<file path="src/rtl/task_slot_pkg.sv">
// Shared types and default sizing for the task slot controller.
// Contents:
//   slot_state_e   - per-slot lifecycle state (3 bits)
//   NumSlotsDefault, IdWDefault, TagWDefault - default pool geometry
//   slot_rec_t     - one slot record {state, tag} at the default tag width
package task_slot_pkg;

   localparam int unsigned NumSlotsDefault = 4;
   localparam int unsigned IdWDefault      = 2;
   localparam int unsigned TagWDefault     = 8;

   typedef enum logic [2:0] {
      SlotFree    = 3'd0,
      SlotFsttask = 3'd1,
      SlotWait    = 3'd2,
      SlotNxttask = 3'd3,
      SlotDone    = 3'd4
   } slot_state_e;

   typedef struct packed {
      slot_state_e            state;
      logic [TagWDefault-1:0] tag;
   } slot_rec_t;

endpackage

</file>
<file path="src/rtl/task_rr_arb.sv">
// Round-robin arbiter over the slot fetch requests. Purely combinational.
// Priority starts at ptr_i+1 and wraps, so the last granted slot is lowest priority.
// Ports:
//   req_i  - one request bit per slot
//   ptr_i  - index of the most recently granted slot
//   gnt_o  - one-hot grant (all zero when nothing requests)
//   id_o   - index of the granted slot (0 when nothing requests)
module task_rr_arb #(
   parameter int unsigned NUM_SLOTS = 4,
   parameter int unsigned ID_W      = 2
) (
   input  logic [NUM_SLOTS-1:0] req_i,
   input  logic [ID_W-1:0]      ptr_i,
   output logic [NUM_SLOTS-1:0] gnt_o,
   output logic [ID_W-1:0]      id_o
);

   logic            found;
   logic [ID_W-1:0] idx;

   always_comb begin
      gnt_o = '0;
      id_o  = '0;
      found = 1'b0;
      idx   = '0;
      // NUM_SLOTS is a power of two, so the ID_W-bit add wraps for free;
      // i == NUM_SLOTS lands back on ptr_i itself as the last candidate.
      for (int unsigned i = 1; i <= NUM_SLOTS; i++) begin
         idx = ptr_i + ID_W'(i);
         if (!found && req_i[idx]) begin
            found      = 1'b1;
            gnt_o[idx] = 1'b1;
            id_o       = idx;
         end
      end
   end

endmodule

</file>
<file path="src/rtl/task_slot_ctrl.sv">
// Task slot pool controller: allocates slots to the dispatcher, arbitrates the
// instruction-fetch port among slots needing a fetch, and retires finished slots.
// Optional feature macro: TASK_SLOT_PERF_EN adds three saturating 32-bit counters.
// Ports:
//   clock, reset                - clock and synchronous active-high reset
//   io_alloc_*                  - slot allocation handshake (lowest FREE slot)
//   io_fthInst_*                - fetch request (round-robin, locked while stalled)
//   io_resp_*                   - fetch responses per slot; last retires the task
//   io_release_valid/id         - one-cycle retire notification (lowest DONE slot)
//   io_busy                     - any slot not FREE
//   io_perf_* (macro only)      - alloc / fetch handshake and stall-cycle counts
module task_slot_ctrl
   import task_slot_pkg::*;
#(
   parameter int unsigned NUM_SLOTS = NumSlotsDefault,
   parameter int unsigned ID_W      = IdWDefault,
   parameter int unsigned TAG_W     = TagWDefault
) (
   input  logic             clock,
   input  logic             reset,
   input  logic             io_alloc_valid,
   input  logic [TAG_W-1:0] io_alloc_tag,
   output logic             io_alloc_ready,
   output logic [ID_W-1:0]  io_alloc_id,
   output logic             io_fthInst_valid,
   input  logic             io_fthInst_ready,
   output logic [ID_W-1:0]  io_fthInst_id,
   output logic [TAG_W-1:0] io_fthInst_tag,
   input  logic             io_resp_valid,
   input  logic [ID_W-1:0]  io_resp_id,
   input  logic             io_resp_last,
   output logic             io_release_valid,
   output logic [ID_W-1:0]  io_release_id,
`ifdef TASK_SLOT_PERF_EN
   output logic [31:0]      io_perf_allocs,
   output logic [31:0]      io_perf_fetches,
   output logic [31:0]      io_perf_stalls,
`endif
   output logic             io_busy
);

   slot_state_e            state_q [NUM_SLOTS];
   slot_state_e            state_d [NUM_SLOTS];
   logic [TAG_W-1:0]       tag_q   [NUM_SLOTS];
   logic [TAG_W-1:0]       tag_d   [NUM_SLOTS];
   logic [ID_W-1:0]        ptr_q, ptr_d;
   logic                   lock_q, lock_d;
   logic [ID_W-1:0]        lock_id_q, lock_id_d;

   logic [NUM_SLOTS-1:0]   req, arb_gnt;
   logic [ID_W-1:0]        arb_id, fth_sel;
   logic                   fth_valid, fth_hs, alloc_hs;

   always_comb begin
      req              = '0;
      io_alloc_ready   = 1'b0;
      io_alloc_id      = '0;
      io_release_valid = 1'b0;
      io_release_id    = '0;
      io_busy          = 1'b0;
      // Walk downwards so the lowest matching index is the one left standing.
      for (int i = int'(NUM_SLOTS) - 1; i >= 0; i--) begin
         req[i] = (state_q[i] == SlotFsttask) || (state_q[i] == SlotNxttask);
         if (state_q[i] == SlotFree) begin
            io_alloc_ready = 1'b1;
            io_alloc_id    = ID_W'(i);
         end else begin
            io_busy = 1'b1;
         end
         if (state_q[i] == SlotDone) begin
            io_release_valid = 1'b1;
            io_release_id    = ID_W'(i);
         end
      end
   end

   task_rr_arb #(
      .NUM_SLOTS (NUM_SLOTS),
      .ID_W      (ID_W)
   ) u_arb (
      .req_i (req),
      .ptr_i (ptr_q),
      .gnt_o (arb_gnt),
      .id_o  (arb_id)
   );

   // A stalled request keeps its slot even if a higher-priority slot starts requesting.
   assign fth_valid        = lock_q | (|arb_gnt);
   assign fth_sel          = lock_q ? lock_id_q : arb_id;
   assign fth_hs           = fth_valid & io_fthInst_ready;
   assign alloc_hs         = io_alloc_valid & io_alloc_ready;
   assign io_fthInst_valid = fth_valid;
   assign io_fthInst_id    = fth_valid ? fth_sel : '0;
   assign io_fthInst_tag   = fth_valid ? tag_q[fth_sel] : '0;

   always_comb begin
      state_d   = state_q;
      tag_d     = tag_q;
      ptr_d     = ptr_q;
      lock_d    = lock_q;
      lock_id_d = lock_id_q;
      // The four updates below always hit slots in different states, so they never collide.
      if (alloc_hs) begin
         state_d[io_alloc_id] = SlotFsttask;
         tag_d[io_alloc_id]   = io_alloc_tag;
      end
      if (fth_hs) begin
         state_d[fth_sel] = SlotWait;
         ptr_d            = fth_sel;
         lock_d           = 1'b0;
      end else if (fth_valid) begin
         lock_d    = 1'b1;
         lock_id_d = fth_sel;
      end
      if (io_resp_valid && (state_q[io_resp_id] == SlotWait)) begin
         state_d[io_resp_id] = io_resp_last ? SlotDone : SlotNxttask;
      end
      if (io_release_valid) begin
         state_d[io_release_id] = SlotFree;
      end
   end

   always_ff @(posedge clock) begin
      if (reset) begin
         for (int i = 0; i < int'(NUM_SLOTS); i++) begin
            state_q[i] <= SlotFree;
            tag_q[i]   <= '0;
         end
         ptr_q     <= ID_W'(NUM_SLOTS - 1);
         lock_q    <= 1'b0;
         lock_id_q <= '0;
      end else begin
         state_q   <= state_d;
         tag_q     <= tag_d;
         ptr_q     <= ptr_d;
         lock_q    <= lock_d;
         lock_id_q <= lock_id_d;
      end
   end

`ifdef TASK_SLOT_PERF_EN
   logic [31:0] allocs_q, allocs_d, fetches_q, fetches_d, stalls_q, stalls_d;

   always_comb begin
      allocs_d  = allocs_q;
      fetches_d = fetches_q;
      stalls_d  = stalls_q;
      if (alloc_hs && (allocs_q != '1)) allocs_d = allocs_q + 32'd1;
      if (fth_hs && (fetches_q != '1)) fetches_d = fetches_q + 32'd1;
      if (fth_valid && !io_fthInst_ready && (stalls_q != '1)) stalls_d = stalls_q + 32'd1;
   end

   always_ff @(posedge clock) begin
      if (reset) begin
         allocs_q  <= '0;
         fetches_q <= '0;
         stalls_q  <= '0;
      end else begin
         allocs_q  <= allocs_d;
         fetches_q <= fetches_d;
         stalls_q  <= stalls_d;
      end
   end

   assign io_perf_allocs  = allocs_q;
   assign io_perf_fetches = fetches_q;
   assign io_perf_stalls  = stalls_q;
`endif

endmodule

</file>
<file path="config.mk">
export PLATFORM = sky130hd
export DESIGN_NAME = task_slot_ctrl
export DESIGN_NICKNAME = d
export VERILOG_FILES = /design/src/rtl/task_slot_pkg.sv /design/src/rtl/task_rr_arb.sv /design/src/rtl/task_slot_ctrl.sv
export SDC_FILE = /design/constraint.sdc
export NUM_CORES = 1
export LEC_CHECK = 0
export BUFFER_PORTS_ARGS = -buffer_cell sky130_fd_sc_hd__buf_2
export CAP_MARGIN = 30
export CORE_UTILIZATION = 45
export DETAILED_ROUTE_END_ITERATION = 8
export GPL_TIMING_DRIVEN = 1
export PLACE_DENSITY = 0.67
export SYNTH_ARGS = -nofsm -noshare
export SYNTH_HDL_FRONTEND = slang
export SYNTH_SLANG_ARGS = --single-unit
</file>
<file path="constraint.sdc">
create_clock -name clock -period 3 [get_ports clock]
set_input_delay 0 -clock clock [delete_from_list [all_inputs] [get_ports clock]]
set_output_delay 0 -clock clock [all_outputs]
set_load 0.005 [all_outputs]
</file>
---- Word level (Yosys, flattened, before mapping) ----
Cells that the tools add are included.
word-level totals
  bits in read-only memories .............. 0
  bits in latches ......................... 0
  memories kept ........................... 0
  input bits .............................. 16
  memory bits (writable) .................. 0
  word-level logic and storage cells ...... 161
  output and inout bits ................... 18
  register bits ........................... 49
cells by class
  div/mod/pow operators ................... 0
  add/subtract/negate cells ............... 3
  multiply operators ...................... 0
  bitwise operators ....................... 19
  order comparisons ....................... 16
  equal/unequal tests ..................... 13
  muxes and demuxes ....................... 73
  reduce and logical (&&, ||, !) cells .... 26
  shift-type cells ........................ 0
operator list
  kind                  number
  $mux W12              4
  $bwmux W32            1
  $mux W8               4
  $mux W2               14
  $demux W3 S2          4
  $mux W1               23
  $mux W3               7
  $or A4 B4 Y4          5
  $and A8 B8 Y8         2
  $bmux W8 S2           1
  $demux W8 S2          1
  $mux W4               4
  $not A8 Y8            2
  $eq A3 B2 Y1 const B  5
  $and A12 B12 Y12      1
  $bwmux W12            1
  $eq A3 B1 Y1 const B  4
  $eq A3 B3 Y1 const B  4
  $ge A3 B3 Y1 const B  4
  $logic_and A1 B1 Y1   12
  $logic_not A3 Y1      4
  $lt A2 B3 Y1 const B  4
  $lt A3 B1 Y1 const B  4
  $not A12 Y12          1
  15 further kinds      34

---- Longest topological paths before layout ----
Gate-level depths: netlist of run 1.
  word-level depth ........................ 27
  mapped depth ............................ 11
  gate-level depth less buffers ........... 9

---- Modules after synthesis ----
A second synthesis of run 1 with hierarchy kept.
second synthesis, totals
  cell total of the unflattened synthesis .. 341
  area total of the unflattened synthesis .. 2975.4 µm²
modules (own cells, without submodules)
  module          times used  sequential area each (µm²)  cells each  area an instance (µm²)
  task_slot_ctrl  1           980.9                       273         2429.8
  task_rr_arb     1           0.0                         68          545.5

---- Worst setup path before layout of run 1 ----
Ideal clock, no wire load.
  path type ............................... reg-to-reg
  from .................................... register ptr_q[0]
  to ...................................... register state_q[8] (netlist bit)
  arrival ................................. 2876 ps
  setup slack ............................. 9 ps
  library setup time ...................... 116 ps
  path buffers ............................ 2
  clock period less this slack ............ 2991 ps
  stages on the path, launching flop included .. 12
  required time ........................... 2884 ps
  cells stage by stage .................... dfxtp_1 > clkbuf_1 > inv_1 > ha_1 > buf_2 > or4b_1 > a41oi_2 > a211oi_4 > inv_2 > nand2_2 > or3b_4 > a31o_1
between the ends
  elaborated cells on any way between the ends .. 68
  those cells by class .................... 3 x add/sub; 10 x order compare; 34 x mux; 9 x bitwise; 12 x reduce/logical
RTL lines
  what                                                                   RTL line               source
  start: declaration                                                     task_slot_ctrl.sv:46   logic [ID_W-1:0] ptr_q, ptr_d;
  start signal: assignment                                               task_slot_ctrl.sv:129  ptr_q <= ID_W'(NUM_SLOTS - 1);
  start signal: assignment                                               task_slot_ctrl.sv:135  ptr_q <= ptr_d;
  parallel branches: the longest is 12 deep, another holds $lt A2 B3 Y1  n/a
  $mux W4 *                                                              task_rr_arb.sv:30      if (!found && req_i[idx]) begin
  $reduce_or A4 Y1 *                                                     task_slot_ctrl.sv:88   assign fth_valid = lock_q | (|arb_gnt);
  $or A1 B1 Y1 *                                                         task_slot_ctrl.sv:88
  net io_fthInst_valid                                                   task_slot_ctrl.sv:25   output logic io_fthInst_valid,
  $and A1 B1 Y1 *                                                        task_slot_ctrl.sv:90   assign fth_hs = fth_valid & io_fthInst_ready;
  $mux W12 *                                                             task_slot_ctrl.sv:107  if (fth_hs) begin
  $bwmux W12                                                             task_slot_ctrl.sv:116  state_d[io_resp_id] = io_resp_last ? SlotDone : SlotNxttask;
  $mux W12 *                                                             task_slot_ctrl.sv:115  if (io_resp_valid && (state_q[io_resp_id] == SlotWait)) begin
  $and A12 B12 Y12 (no source line)                                      n/a
  $mux W12 *                                                             task_slot_ctrl.sv:118  if (io_release_valid) begin
  end signal: indexed assignment                                         task_slot_ctrl.sv:126  state_q[i] <= SlotFree;
  end signal: assignment                                                 task_slot_ctrl.sv:133  state_q <= state_d;
  end: declaration                                                       task_slot_ctrl.sv:42   slot_state_e state_q [NUM_SLOTS];
Mark *: on every way through the listed nets, which the timed path passes. The select of a mux whose other input is x is not followed.
A chain may end at the register's enable or synchronous reset.

---- Worst setup path after layout of run 1 ----
  from .................................... register ptr_q[0]
  to ...................................... output io_fthInst_tag[2]
between the ends
  cells in the longest elaborated chain, start to end .. 19
  elaborated cells on any way between the ends .. 59
  those cells by class .................... 3 x add/sub; 8 x order compare; 32 x mux; 5 x bitwise; 11 x reduce/logical
RTL lines
  what                                                                   RTL line              source
  parallel branches: the longest is 18 deep, another holds $lt A2 B3 Y1  n/a
  $mux W8 *                                                              task_slot_ctrl.sv:94  assign io_fthInst_tag = fth_valid ? tag_q[fth_sel] : '0;
  end: declaration                                                       task_slot_ctrl.sv:28  output logic [TAG_W-1:0] io_fthInst_tag,
Mark *: on every way between the ends. The select of a mux whose other input is x is not followed.

==> results.yml, run 1 <==
yosys:
  synthesis.area_sq_um: 2740
  synth_common_cells: "dfxtp_1, nand2_1, nor2_1"
  yosys-top-cells-area: "dfxtp_1, mux2i_1, nand2_1, a21oi_1, nor2_1"
  synth-seq-cells: 49
  yosysSeqAreaShare_pct: 35.8
  synth-main-ff-cell: "dfxtp_1"
  netlist_instances: 327
  yosysTopAreaCell: "dfxtp_1"
  synth_top_area_share_pct: 35.8
  syn_area_per_cell_sq_um: 8.38
  yosysMostFrequentCell: "dfxtp_1"
  synth_nets: 351
  synth_edf_count: 0
  yosysWarningCount: 0
  synthDistinctLibCells: 58
  async_flop_share_pct: 0
worst_setup_path:
  crit_start: "ptr_q[0]"
  r2r_start: "ptr_q[0]"
  reg2reg_slack_ns: 0.25
  required_ns: 3.00
  cp-start-kind: "flip-flop"
  crit_end: "io_fthInst_tag[2]"
  rr_endpoint: "state_q[10]"
  cp-end-kind: "output pin"
  critical_path_class: "reg -> out"
  r2r_cells: 9
  crit_arrival_ns: 2.87
  critPathMaxFanout: 9
timing:
  drv_slew: 0
  clock.fmax_ghz: 0.348
  period_needed_ns: 2.87
  rsz0062_at_grt: "false"
  relSlewSlack_pct: 47.8
  worstMarginPinSlew_ns: 0.783
  post-route-period-util_pct: 95.7
  setup_violations: 0
  fin_tns_setup_ns: 0
  fin_ws_ns: 0.130
  skew_ns: 0.00884
  finalHoldViolCount: 0
routing:
  drtIter0Drc: 142
  vias_per_cell: 5.59
  drt_drc_violations_left: 0
  drt_wl_total_mm: 6.52
  firstDrtPassIters: 4
  avgRoutedWirePerCell_um: 14.6
  detail-route-antenna-nets: 0
  vias: 2494
place:
  dp_cells: 429
  port_buffers: 33
  place_area_sq_um: 3010
  place_ws_ns: 0.278
  gp_congestion: 0.857
  dp_hpwl_mm: 4.61
floorplan:
  design.core.area_sq_um: 5890
  die_y_um: 80.1
  rows: 28
  io_pins: 34
  dieArea_sq_um: 6410
  start_util_pct: 46.6
  die_x_um: 80.1
finish:
  fillCellCount: 581
  antenna_cells: 0
  final_nets: 394
  area_growth_pct: 16.8
  fin_area_sq_um: 3200
  seqCellArea_sq_um: 981
  multiInputGateArea_sq_um: 1670
  instances_no_fill: 446
  drive_above_1_share_pct: 17.8
power:
  p_leak_uw: 0.00137
  ir_drop_uv: 409
  internal_power_uw: 1530
  netSwitchingFraction_pct: 43.5
  sequentialPowerShare_pct: 31.5
  clockPowerShare_pct: 14.6
  switchingPower_uw: 1180
  pwr-share-comb_pct: 54.0
  power_density_nw_per_um2: 847
clock_network:
  root_buffer: "clkbuf_8"
  clockBufferDepth: 2
  htree_levels: 2
  cts_tree: "yes"
  clk_pin_slew_ns: 0.09
  cts_buffers: 5
  cts.sinks: 49
  clk_latency_ns: 0.31
hold_path:
  hold_depth: 3
  hold_path_class: "in -> reg"
global_route:
  grt_pass1_vias: 2268
  grt_first_pass_wirelength_mm: 10.8
  grt_max_degree: 43
  antenna_found_initial: 0
  grt_usage_pct: 21.7
  grt_overflow_total: 0
flow_run:
  max_cap_violations: 0
outcome:
  run_status: "finished, final reports clean"
sequential cells by signal (all words and copies together) (netlist names):
name       count
lock_q         1
tag_q         32
state_q       12
ptr_q          2
lock_id_q      2
critical path, cell delays in order, from the launching register on:
cell and delay, ns:
dfxtp_1 0.34, inv_1 0.10, ha_1 0.43, or4b_1 0.58, and4_1 0.25, a211oi_4 0.33, or2_2 0.31, o22ai_1 0.10
buf_2 0.13
cell usage in the layout (no fill, tap or decap), drive strengths merged, types with 4 or more instances in the layout:
| master | n |
|---|---|
| a21oi | 27 |
| buf | 42 |
| clkbuf | 5 |
| dfxtp | 49 |
| dlygate4sd3 | 9 |
| ha | 8 |
| inv | 11 |
| mux2i | 33 |
| nand2 | 46 |
| nand2b | 8 |
| nand3 | 7 |
| nand4 | 6 |
| nor2 | 36 |
| nor2b | 5 |
| nor3 | 11 |
| nor3b | 4 |
| o21ai | 4 |
| o22ai | 11 |
stage by stage:
step | total power [uW] | hold slack [ns] | utilization, %
detailed placement | 2300 | 0.246 | 51.2
floorplan | 1860 | 0.0793 | -
global route | 2900 | 0.0244 | 54.4
CTS | 2710 | 0.0145 | 54.3
finish | 2710 | 0.0224 | 54.4
global placement | 2280 | 0.251 | 51.1
layer usage:
metal / vias to the layer above / track usage (%) / wire length (um)
met5: - / 0 / 0
met4: 0 / 7.32 / 95
met3: 8 / 3.41 / 210
met2: 44 / 34.8 / 3170
met1: 1182 / 29.5 / 3040
li1: 1260 / - / -
cell type report:
type / instances / share of cell area, %
repair buffers: 51 / 10.1
multi-input cells: 252 / 52.2
inverters: 11 / 1.29
well taps: 75 / 2.93
clock buffers: 5 / 2.15
clock inverters: 3 / 0.664
flip-flops and latches: 49 / 30.6
power by group through the flow:
stage	registers [uW]	clock network, uW	logic, uW
final	854	395	1460
after global routing	868	432	1600
after CTS	852	405	1450
after detailed placement	866	0	1430
after global placement	863	0	1420
after floorplan	849	0	1020
worst min-delay path by stage:
stage                     start         end  slack, ns
6_report          io_resp_valid  state_q[9]       0.02
5_1_grt           io_resp_valid  state_q[9]       0.02
4_1_cts           io_resp_valid  state_q[9]       0.01
3_5_place_dp   io_fthInst_ready      lock_q       0.25
3_3_place_gp   io_fthInst_ready      lock_q       0.25
2_1_floorplan  io_fthInst_ready      lock_q       0.08
repair_timing:
action | in CTS | in global routing
hold buffers | 9 | 0
setup buffers | 0 | 0
setup endpoints to repair | 0 | 8
hold endpoints to repair | 32 | 0
gates resized for setup | 0 | 2
logic make-up after synthesis:
logic type	count (synthesis)	share of synthesized area, %
buffers and inverters	26	3.74
adder cells (fa/ha/maj)	8	3.65
AO/OA/AOI/OAI	66	17.3
flip-flops	49	35.8
multiplexers	33	12.0
AND/OR/NAND/NOR	145	27.5
Power figures use the tool's default switching activity.
==> inputs of run 2 (changes only) <==
==> constraint.sdc (replaced) <==
create_clock -name clock -period 3 [get_ports clock]
set_input_delay 0 -clock clock [delete_from_list [all_inputs] [get_ports clock]]
set_output_delay 0 -clock clock [all_outputs]
set_load 0.05 [all_outputs]
==> run 2 against run 1 <==
  * Critical path depth did not move
  * Sequential cell count is the same
  * Wire length rose by 7.8%
  * Global-route usage up 0.70 points
  * Cell count increased by 0.67%
  * Via count is 2.1% higher
  * Count of clock-buffer cells in the layout rose by 1
  * Largest cell class unchanged
  * Cell area is 2.8% higher
==> results.yml, run 2 (synthesis gave the netlist of run 1 again) <==
outcome:
  run_status: "finished, final reports clean"
global_route:
  grt_overflow_total: 0
  grt_first_pass_wirelength_mm: 11.1
  grt_pass1_vias: 2387
  grt_usage_pct: 22.4
  grt_max_degree: 43
  antenna_found_initial: 0
floorplan:
  io_pins: 34
  die_x_um: 80.1
  die_y_um: 80.1
  rows: 28
  start_util_pct: 46.6
  design.core.area_sq_um: 5890
  dieArea_sq_um: 6410
timing:
  relSlewSlack_pct: 49.0
  worstMarginPinSlew_ns: 0.764
  post-route-period-util_pct: 95.3
  fin_tns_setup_ns: 0
  clock.fmax_ghz: 0.350
  skew_ns: 0.0121
  rsz0062_at_grt: "false"
  fin_ws_ns: 0.141
  period_needed_ns: 2.86
  setup_violations: 0
  finalHoldViolCount: 0
  drv_slew: 0
hold_path:
  hold_path_class: "in -> reg"
  hold_depth: 3
  hp-start: "io_resp_valid"
  holdPathEnd: "state_q[9]"
place:
  port_buffers: 33
  place_area_sq_um: 3070
  place_ws_ns: 0.162
  dp_hpwl_mm: 4.79
  gp_congestion: 0.807
power:
  power_density_nw_per_um2: 1000
  ir_drop_uv: 549
  p_leak_uw: 0.00139
routing:
  drt_drc_violations_left: 0
  drtIter0Drc: 129
  drt_wl_total_mm: 7.03
  vias_per_cell: 5.67
  vias: 2546
  firstDrtPassIters: 4
  detail-route-antenna-nets: 0
  avgRoutedWirePerCell_um: 15.6
worst_setup_path:
  reg2reg_slack_ns: 0.23
  critPathMaxFanout: 8
  cp-end-kind: "output pin"
  r2r_start: "ptr_q[0]"
  crit_arrival_ns: 2.86
  critical_path_class: "reg -> out"
  required_ns: 3.00
  r2r_cells: 8
  rr_endpoint: "state_q[4]"
  cp-start-kind: "flip-flop"
finish:
  largest_reg_flops: 32
  reg_top3: "tag_q x32, state_q x12"
  utilization_pct: 55.9
  final_nets: 397
  fin_area_sq_um: 3290
  antenna_cells: 0
  mostFrequentLayoutCells: "dfxtp_1, nand2_1, nor2_1, mux2i_1, buf_2"
  drive_above_1_share_pct: 20.6
  area_growth_pct: 20.0
  regMostFlops: "tag_q"
  fillCellCount: 547
  final_common_cell: "dfxtp_1"
clock_network:
  clockBufferDepth: 2
  htree_levels: 2
  cts_tree: "yes"
  root_buffer: "clkbuf_8"
  cts_buffers: 5
  cts.sinks: 49
  clk_latency_ns: 0.30
  clk_pin_slew_ns: 0.09
flow_run:
  max_cap_violations: 0
==> run 2: cell types whose count changed in the layout (fill, tap and decap cells not counted), sizes merged <==
cell | before | now
buf | 42 | 44
clkinvlp | 1 | 0
clkbuf | 5 | 6
or2 | 1 | 2
==> run 2: layer usage <==
layer	part of all wire, %	vias to the layer above	GRT usage [%]
li1	-	1271	-
met1	47	1221	30.1
met2	49	48	38.1
met3	3.3	6	3.07
met4	0.73	0	4.64
met5	0	-	0
==> run 2: repair_timing <==
item	in CTS	in global routing
cloned	0	1
buffers inserted	1	0
pin swaps	1	2
gates resized for setup	2	4
hold buffers	9	0
setup endpoints to repair	9	9
endpoints found under the hold margin	29	0
==> run 2: through the flow <==
step / power [uW] / instances / hold slack [ns]
6_report: 3310 / 449 / 0.0196
5_1_grt: 3510 / 449 / 0.0279
4_1_cts: 3200 / 448 / 0.0108
3_5_place_dp: 2760 / 430 / 0.262
3_3_place_gp: 2730 / 429 / 0.257
2_1_floorplan: 2290 / 327 / 0.0793
==> run 2: final cells by class <==
class                           instances  area, sq um  area share [%]
Multi-Input combinational cell        253         1750            53.1
Timing Repair Buffer                   53          338            10.3
Inverter                               11         43.8            1.33
Tap cell                               75         93.8            2.85
Clock inverter                          2         13.8           0.418
Clock buffer                            6         72.6            2.21
Sequential cell                        49          981            29.8
==> run 2: power by group <==
group          internal, uW  leakage [uW]  switching (uW)
clock                   167     0.0000456             222
sequential              758      0.000398            98.3
combinational           712      0.000947            1350
total                  1640       0.00139            1670
==> run 2: how the worst max path moves through the flow <==
stage / startpoint / end / slack, ns / cells past startpoint
final: ptr_q[0] / io_fthInst_tag[0] / 0.14 / 8
after global routing: ptr_q[0] / io_fthInst_tag[1] / 0.003 / 9
after CTS: ptr_q[0] / io_fthInst_tag[0] / 0.003 / 9
after detailed placement: ptr_q[0] / io_fthInst_tag[0] / 0.16 / 9
after global placement: ptr_q[0] / io_fthInst_tag[0] / 0.23 / 9
after floorplan: ptr_q[0] / state_q[8] / 0.01 / 11
==> run 2: worst max-delay path, cell delays in order (launching register included) <==
cell,delay [ns]
dfxtp_1,0.32
inv_1,0.14
ha_2,0.36
or4b_1,0.57
and4_1,0.25
a211oi_4,0.36
or2_2,0.27
o22ai_2,0.08
buf_2,0.21
